### config.mk
export PLATFORM = sky130hd
export DESIGN_NAME = custom_subtractor51_17_seq
export DESIGN_NICKNAME = d
export VERILOG_FILES = /design/src/rtl/custom_subtractor51_17_seq.sv
export SDC_FILE = /design/constraint.sdc
export NUM_CORES = 1
export LEC_CHECK = 0
export ABC_AREA = 1
export CORE_MARGIN = 3
export CORE_UTILIZATION = 57
export DETAILED_ROUTE_END_ITERATION = 7
export PLACE_DENSITY = 0.86
export SLEW_MARGIN = 15
export SYNTH_ARGS = -nofsm -noshare
export SYNTH_HDL_FRONTEND = slang
export SYNTH_SLANG_ARGS = --single-unit
### constraint.sdc
create_clock -name clk -period 6.07 [get_ports clk]
set_input_delay 1.214 -clock clk [delete_from_list [all_inputs] [get_ports clk]]
set_output_delay 1.214 -clock clk [all_outputs]
set_load 0.005 [all_outputs]
### src/rtl/custom_subtractor51_17_seq.sv
// ---------------------------------------------------------------------------
// custom_subtractor51_17_seq
//
// Multi-cycle subtractor: Diff = A - {17'b0, B} for a 51-bit unsigned minuend
// and a 34-bit unsigned subtrahend. The subtraction is done in three 17-bit
// chunks, least significant first, with the borrow carried between chunks in
// a register so the longest combinational path is one 17-bit subtract.
// This is the removal counterpart of the 51/17 custom adder in the
// multiplier datapath.
//
// Ports
//   clk         in   1   clock, all state changes on the rising edge
//   rst         in   1   synchronous, active-high reset
//   in_valid    in   1   A/B valid
//   in_ready    out  1   operands can be accepted (IDLE and not in reset)
//   A           in  51   minuend, unsigned
//   B           in  34   subtrahend, unsigned, zero-extended internally
//   out_valid   out  1   Diff/borrow_out valid
//   out_ready   in   1   consumer accepts the result
//   Diff        out 51   (A - B) mod 2^51
//   borrow_out  out  1   1 when A < B (borrow out of bit 50)
//
// Handshake summary
//   Accept edge -> three CALC edges -> DONE with out_valid high.
//   DONE holds until out_ready; then one IDLE cycle before the next accept.
// ---------------------------------------------------------------------------
module custom_subtractor51_17_seq (
   input  logic        clk,
   input  logic        rst,
   input  logic        in_valid,
   output logic        in_ready,
   input  logic [50:0] A,
   input  logic [33:0] B,
   output logic        out_valid,
   input  logic        out_ready,
   output logic [50:0] Diff,
   output logic        borrow_out
);

   localparam int unsigned CHUNK = 17;

   typedef enum logic [1:0] {
      ST_IDLE = 2'd0,
      ST_CALC = 2'd1,
      ST_DONE = 2'd2
   } state_t;

   // One chunk of subtraction with borrow-in. The result is CHUNK+1 bits:
   // the MSB is the borrow-out because the 18-bit difference wraps negative
   // exactly when a < b + bin.
   function automatic logic [CHUNK:0] sub_chunk(
      input logic [CHUNK-1:0] a,
      input logic [CHUNK-1:0] b,
      input logic             bin
   );
      logic [CHUNK:0] r;
      r = {1'b0, a} - {1'b0, b} - {{CHUNK{1'b0}}, bin};
      return r;
   endfunction

   // -----------------------------------------------------------------------
   // State and datapath registers
   // -----------------------------------------------------------------------
   state_t           state_q,      state_d;
   logic [1:0]       cnt_q,        cnt_d;
   logic             brw_q,        brw_d;
   logic [50:0]      a_q,          a_d;
   logic [50:0]      b_q,          b_d;
   logic [50:0]      diff_q,       diff_d;
   logic [50:0]      diff_out_q,   diff_out_d;
   logic             borrow_out_q, borrow_out_d;
   logic             out_valid_q,  out_valid_d;

   // Chunk operands and the chunk subtract result
   logic [CHUNK-1:0] a_chunk_s;
   logic [CHUNK-1:0] b_chunk_s;
   logic [CHUNK:0]   sub_res_s;

   // Select the 17-bit slices of the operands for the current chunk
   always_comb begin
      a_chunk_s = {CHUNK{1'b0}};
      b_chunk_s = {CHUNK{1'b0}};
      case (cnt_q)
         2'd0: begin
            a_chunk_s = a_q[16:0];
            b_chunk_s = b_q[16:0];
         end
         2'd1: begin
            a_chunk_s = a_q[33:17];
            b_chunk_s = b_q[33:17];
         end
         2'd2: begin
            // b_q[50:34] is always zero, but the borrow still has to ripple
            // through this chunk, so it is subtracted like the others.
            a_chunk_s = a_q[50:34];
            b_chunk_s = b_q[50:34];
         end
         default: begin
            a_chunk_s = {CHUNK{1'b0}};
            b_chunk_s = {CHUNK{1'b0}};
         end
      endcase
   end

   assign sub_res_s = sub_chunk(a_chunk_s, b_chunk_s, brw_q);

   // Next-state logic for the FSM, chunk counter and datapath
   always_comb begin
      state_d      = state_q;
      cnt_d        = cnt_q;
      brw_d        = brw_q;
      a_d          = a_q;
      b_d          = b_q;
      diff_d       = diff_q;
      diff_out_d   = diff_out_q;
      borrow_out_d = borrow_out_q;
      out_valid_d  = out_valid_q;

      case (state_q)
         ST_IDLE: begin
            if (in_valid) begin
               a_d     = A;
               b_d     = {17'd0, B};
               brw_d   = 1'b0;
               cnt_d   = 2'd0;
               state_d = ST_CALC;
            end else begin
               state_d = ST_IDLE;
            end
         end

         ST_CALC: begin
            brw_d = sub_res_s[CHUNK];
            case (cnt_q)
               2'd0:    diff_d[16:0]  = sub_res_s[CHUNK-1:0];
               2'd1:    diff_d[33:17] = sub_res_s[CHUNK-1:0];
               2'd2:    diff_d[50:34] = sub_res_s[CHUNK-1:0];
               default: diff_d        = diff_q;
            endcase

            if (cnt_q == 2'd2) begin
               // Last chunk: publish the full result into the output
               // registers so Diff only changes when a new result lands.
               diff_out_d   = diff_d;
               borrow_out_d = sub_res_s[CHUNK];
               out_valid_d  = 1'b1;
               cnt_d        = 2'd0;
               state_d      = ST_DONE;
            end else begin
               cnt_d   = cnt_q + 2'd1;
               state_d = ST_CALC;
            end
         end

         ST_DONE: begin
            if (out_ready) begin
               out_valid_d = 1'b0;
               state_d     = ST_IDLE;
            end else begin
               // Backpressure: hold result and out_valid unchanged.
               out_valid_d = 1'b1;
               state_d     = ST_DONE;
            end
         end

         default: begin
            out_valid_d = 1'b0;
            cnt_d       = 2'd0;
            state_d     = ST_IDLE;
         end
      endcase
   end

   // State register with synchronous reset; reset wins over any handshake
   always_ff @(posedge clk) begin
      if (rst) begin
         state_q      <= ST_IDLE;
         cnt_q        <= 2'd0;
         brw_q        <= 1'b0;
         a_q          <= 51'd0;
         b_q          <= 51'd0;
         diff_q       <= 51'd0;
         diff_out_q   <= 51'd0;
         borrow_out_q <= 1'b0;
         out_valid_q  <= 1'b0;
      end else begin
         state_q      <= state_d;
         cnt_q        <= cnt_d;
         brw_q        <= brw_d;
         a_q          <= a_d;
         b_q          <= b_d;
         diff_q       <= diff_d;
         diff_out_q   <= diff_out_d;
         borrow_out_q <= borrow_out_d;
         out_valid_q  <= out_valid_d;
      end
   end

   // in_ready is combinational so it drops in the same cycle rst rises and
   // comes back in the very first cycle after rst is released.
   assign in_ready   = (state_q == ST_IDLE) && !rst;
   assign out_valid  = out_valid_q;
   assign Diff       = diff_out_q;
   assign borrow_out = borrow_out_q;

endmodule

Word level (Yosys, flattened, before mapping)
Index checks and enable logic that the tools add are counted.
Widths: inputs -> output; s select.
{"block": "word_totals", "ff_bits": 194, "output_inout_bits": 54}
{"block": "op_classes", "add_sub_neg": 3, "eq_ne": 6, "n_mux": 17, "bitwise_logic": 2, "reduce_logical": 10}
{"cell": "$mux 17", "n": 3}
{"cell": "$pmux 17 s3", "n": 1}
{"cell": "$pmux 17 s2", "n": 1}
{"cell": "$sub 17x17->18", "n": 1}
{"cell": "$sub 18x1->18", "n": 1}
{"cell": "$pmux 2 s3", "n": 2}
{"cell": "$reduce_and 2->1", "n": 5}
{"cell": "$mux 2", "n": 4}
{"cell": "$eq 2x1->1 const B", "n": 2}
{"cell": "$eq 2x2->1 const B", "n": 2}
{"cell": "$logic_not 2->1", "n": 2}
{"cell": "$mux 1", "n": 4}
{"cell": "$ne 2x2->1 const B", "n": 2}
{"cell": "$pmux 1 s3", "n": 1}
{"cell": "$add 2x1->2 const B", "n": 1}
{"cell": "$not 1->1", "n": 2}
{"cell": "$pmux 1 s2", "n": 1}
{"cell": "$reduce_bool 2->1", "n": 1}
{"cell": "$logic_and 1x1->1", "n": 1}
{"cell": "$logic_not 1->1", "n": 1}

Logic depth before layout (Yosys ltp)
{"block": "logic_depth", "ltp_word": 5, "depth_mapped": 20, "depth_no_buf": 19}

Least setup slack after synthesis
OpenSTA, ideal clock, no wires.
{"block": "synth_path", "path_type": "register to register", "from": "register cnt_q[1]", "to": "register diff_out_q[44], in the netlist Diff[44]", "setup_ns": 0.057, "arrival_ns": 3.020, "slack_ns": 2.993, "stages_incl_launch_ff": 17, "n_path_buf": 1, "cell_sequence": "dfxtp_1 -> inv_2 -> nor2_4 -> clkbuf_1 -> a22o_1 -> a21oi_1 -> fa_1 -> fa_1 -> nand2_1 -> a21oi_1 -> o21bai_1 -> nand2_1 -> nand2_1 -> xor2_1 -> nand2b_1 -> nand3_1 -> inv_1"}
{"block": "synth_via", "elab_chain_len": 5, "elab_cells_between_ends": 9, "classes_between": "2 x add/sub; 2 x eq/ne; 3 x mux; 2 x reduce/logical"}
{"item": "start: declaration", "line": "65", "text": "logic [1:0] cnt_q, cnt_d;"}
{"item": "start signal: assignment", "line": "188", "text": "cnt_q <= cnt_d;"}
{"item": "$eq 2x2->1 (tied with other cells)", "line": "83, 134, 141"}
{"item": "$pmux 17 s3 or $pmux 17 s2 (tied branches)", "line": "83", "text": "case (cnt_q)"}
{"item": "$sub 17x17->18", "line": "57", "text": "r = {1'b0, a} - {1'b0, b} - {{CHUNK{1'b0}}, bin};"}
{"item": "$sub 18x1->18", "line": "57"}
{"item": "$mux 17", "line": "134", "text": "case (cnt_q)"}
{"item": "end signal: assignment", "line": "193", "text": "diff_out_q <= diff_out_d;"}
{"item": "end: declaration", "line": "70", "text": "logic [50:0] diff_out_q, diff_out_d;"}
Several ways; a longest one is shown, not always the timed one.
A chain may end at the register's enable or synchronous reset.

Final worst setup path
{"block": "layout_path", "from": "input port rst", "to": "output port in_ready"}
{"block": "layout_via", "elab_chain_len": 2}
{"item": "start: declaration", "line": "29", "text": "input logic rst,"}
{"item": "$logic_not 1->1", "line": "201", "text": "assign in_ready = (state_q == ST_IDLE) && !rst;"}
{"item": "$logic_and 1x1->1", "line": "201"}
{"item": "end: declaration", "line": "31", "text": "output logic in_ready,"}
No other way between the ends.

==> flow_metrics.env <==
export IMPL_final_setup_slack_of_the_worst_path_ps=2181
export IMPL_initial_util_pct=59.42
export IMPL_postSynthRegisterBits=177
export IMPL_layout_area_seq_um2=3543
export IMPL_final_net_count=1311
export IMPL_detail_route_iter0_violations=700
export IMPL_route_final_wire_length_um=20000
export IMPL_synth_flop_cell="sky130_fd_sc_hd__dfxtp_1"
export IMPL_area_growth_syn_to_layout_pct=25.21
export IMPL_synth_lib_cells_used_distinct=37
export IMPL_pre_cts_slack_ps=2185
export IMPL_synth_compound_area_share_pct=20.53
export IMPL_clock_skew_ps=7.515
export IMPL_die_height_um=124.7
export IMPL_worst_ep_required_ps=4860
export IMPL_timing_setup_tns_ps=0
export IMPL_grt_pass1_vias=7041
export IMPL_antenna_violating_nets_post_route=0
export IMPL_route_detailed_wl_per_inst_um=14.55
export IMPL_antenna_diode_count=0
export IMPL_cp_data_arrival_time_ps=2670
export IMPL_synth_area_um2=8025
export IMPL_dp_hpwl_um=14050
export IMPL_grt_antenna_before_repair=0
export IMPL_vias=7364
export IMPL_max_cap_violations=0
export IMPL_synth_adder_area_share_pct=5.800
export IMPL_finalWeightedCongestion=0.8865
export IMPL_synthXorXnorAreaFrac_pct=0.7640
export IMPL_run_status="finished, final reports clean"
export IMPL_synth_largest_area_cell="sky130_fd_sc_hd__dfxtp_1"
export IMPL_clkSlewWorstSetupHoldPaths_ps=60
export IMPL_postCtsSetupBuffers=0
export IMPL_number_of_rows_created_at_floorplan=42
export IMPL_setup_reg_to_reg_worst_slack_ps=2300
export IMPL_global_route_overflow_total=0
export IMPL_holdBufCountCts=0
export IMPL_unrepaired_setup_endpoints_after_global_routing="false"
export IMPL_number_of_clock_sinks=177
export IMPL_timing_critical_path_from_type="input pin"
export IMPL_layout_drive_gt1_share_pct=4.671
export IMPL_syn_inst=1083
export IMPL_top_level_ports=143
export IMPL_synth_net_count=1208
export IMPL_fmax_ghz=0.2572
export IMPL_ys_top_cells_by_area="sky130_fd_sc_hd__dfxtp_1 (44%), sky130_fd_sc_hd__nor2_1 (9.6%), sky130_fd_sc_hd__o21ai_0 (8.2%)"
export IMPL_synth_top_area_share_pct=44.15
export IMPL_pin_count_of_the_biggest_net_entering_global_routing=89
export IMPL_hold_path_cell_count=2
export IMPL_cts_repair_resized=0
export IMPL_synth_simple_gate_area_share_pct=19.27
export IMPL_min_period_ps=3889
export IMPL_multi_input_comb_area_um2=3724
export IMPL_tightestPinTransition_ps=858.2
export IMPL_timing_final_crit_share_pct=64.06
export IMPL_cts_tree="done"
export IMPL_clock_tree_buffer_depth=2
export IMPL_port_buffers=142
export IMPL_worst_path_max_fanout=44
export IMPL_synth_top_family_by_area="compound AO/OA/AOI/OAI gates"
export IMPL_final_cell_count_no_fill=1375
export IMPL_fin_total_pwr_w=0.003394
export IMPL_drc_errors=0
export IMPL_placed_cells_incl_taps=1343
export IMPL_detailedRoute_firstPassIterationCount=6
export IMPL_htreeDepth=4
export IMPL_syn_area_per_cell_um2=7.410
export IMPL_synth_mux_area_share_pct=0
export IMPL_ys_seq_area_share_pct=44.15
export IMPL_vdd_ir_drop_worst_uv=240.4
export IMPL_path_class="input pin to output pin"
export IMPL_worst_slew_margin_rel_pct=42.65
export IMPL_pwr_dens_nw_per_um2=337.7
export IMPL_grt_pass1_wl_um=33210
export IMPL_final_util_pct=74.40
export IMPL_final_max_slew_viol_count=0
export IMPL_yosys_warnings=0
export IMPL_synth_async_reset_ratio_pct=0
export IMPL_drt_vias_per_instance=5.356
export IMPL_timing_hold_worst_class="flop to flop"
export IMPL_clk_insertion_delay_late_ps=420
export IMPL_power_leakage_nw=4.376
export IMPL_finalSetupViolCount=0
export IMPL_r2r_cells=15
export IMPL_die_area_um2=15540
export IMPL_horizontal_extent_of_the_die_um=124.7
export IMPL_synth_enable_flop_cells=0
export IMPL_cts_inserted_buffers=17
export IMPL_coreArea_um2=13510
export IMPL_clockRootBuffer="sky130_fd_sc_hd__clkbuf_16"
export IMPL_grt_total_usage_pct=25.71
export IMPL_setup_worst_path_end_class="output pin"
export IMPL_final_hold_viol_count=0
export IMPL_fillers=1027
## synth_stat cells, types with 6 or more instances
cell and n:
sky130_fd_sc_hd__a21oi_1 99, sky130_fd_sc_hd__ha_1 34, sky130_fd_sc_hd__nand2_1 118, sky130_fd_sc_hd__nand3_1 30, sky130_fd_sc_hd__inv_2 7, sky130_fd_sc_hd__nor2_1 205, sky130_fd_sc_hd__dfxtp_1 177, sky130_fd_sc_hd__o21ai_1 8
sky130_fd_sc_hd__buf_2 7, sky130_fd_sc_hd__buf_1 10, sky130_fd_sc_hd__inv_1 121, sky130_fd_sc_hd__clkbuf_1 38, sky130_fd_sc_hd__o21ai_0 132, sky130_fd_sc_hd__o21a_1 10, sky130_fd_sc_hd__o211ai_1 6, sky130_fd_sc_hd__a22o_1 32
## layer usage
layer  part of all wire (%)  routed length, um  GRT usage (%)  up-vias
li1                       -                  -              -     3714
met1                     44               8773          33.17     3376
met2                     49               9794          43.61      247
met3                    5.6               1113          5.274       27
met4                    1.6                318          7.479        0
met5                      0                  0              0        -
## layout by cell type, fill, tap and decap left out, types with 3 or more instances in the layout
master / count
sky130_fd_sc_hd__a21oi_1: 99
sky130_fd_sc_hd__a22o_1: 32
sky130_fd_sc_hd__buf_4: 5
sky130_fd_sc_hd__bufinv_16: 4
sky130_fd_sc_hd__clkbuf_1: 5
sky130_fd_sc_hd__clkbuf_16: 17
sky130_fd_sc_hd__clkdlybuf4s50_1: 142
sky130_fd_sc_hd__dfxtp_1: 177
sky130_fd_sc_hd__ha_1: 34
sky130_fd_sc_hd__inv_1: 119
sky130_fd_sc_hd__inv_2: 9
sky130_fd_sc_hd__nand2_1: 117
sky130_fd_sc_hd__nand2_2: 5
sky130_fd_sc_hd__nand3_1: 30
sky130_fd_sc_hd__nor2_1: 205
sky130_fd_sc_hd__nor2_4: 5
sky130_fd_sc_hd__nor3_1: 5
sky130_fd_sc_hd__o211ai_1: 6
sky130_fd_sc_hd__o21a_1: 10
sky130_fd_sc_hd__o21ai_0: 132
sky130_fd_sc_hd__o21ai_1: 8
sky130_fd_sc_hd__o21bai_1: 3
sky130_fd_sc_hd__xnor2_1: 4
sky130_fd_sc_hd__xor2_1: 3
## path summary, 6_finish.rpt
path,start,to
worst min-delay path,diff_q[31],Diff[31]
worst max-delay path,rst,in_ready
worst min register to register,diff_q[31],Diff[31]
worst max register to register,cnt_q[0],Diff[44]
## per-stage QoR
step	hold WS, ps	cell area [um^2]
6_report	451.9	10050
3_5_place_dp	443.5	9427
5_1_grt	469.9	10050
3_3_place_gp	436.0	9427
2_1_floorplan	429.5	8025
4_1_cts	452.0	10050
## state kept, by name, indices dropped and copies added (netlist names)
| signal | flops |
|---|---|
| Diff | 51 |
| a_q | 51 |
| b_q | 34 |
| diff_q | 34 |
| cnt_q | 2 |
| state_q | 2 |
| borrow_out | 1 |
| brw_q | 1 |
| out_valid | 1 |
## cell type report
cell class / instances / area share (%)
Multi-Input combinational cell: 715 / 37.06
Sequential cell: 177 / 35.26
Timing Repair Buffer: 147 / 14.52
Clock inverter: 8 / 1.494
Inverter: 128 / 4.781
Clock buffer: 24 / 4.694
Tap cell: 176 / 2.192
## cells by family (layout without fill, tap and decap cells)
logic type               Yosys count  in the layout
AND/OR/NAND/NOR                  378            378
AO/OA/AOI/OAI                    294            294
buffers and inverters            191            307
flip-flops                       177            177
adder cells (fa/ha/maj)           36             36
XOR/XNOR                           7              7
## where the power goes
part	internal, W	switching [W]
Combinational	0.000350	0.000592
Clock	0.000714	0.000440
Sequential	0.00125	0.0000468
## critical path, cell delays in order
cell	delay, ps
sky130_fd_sc_hd__clkdlybuf4s50_1	460
sky130_fd_sc_hd__buf_4	420
sky130_fd_sc_hd__nor2_1	120
sky130_fd_sc_hd__clkdlybuf4s50_1	460
Power figures use the tool's default switching activity.
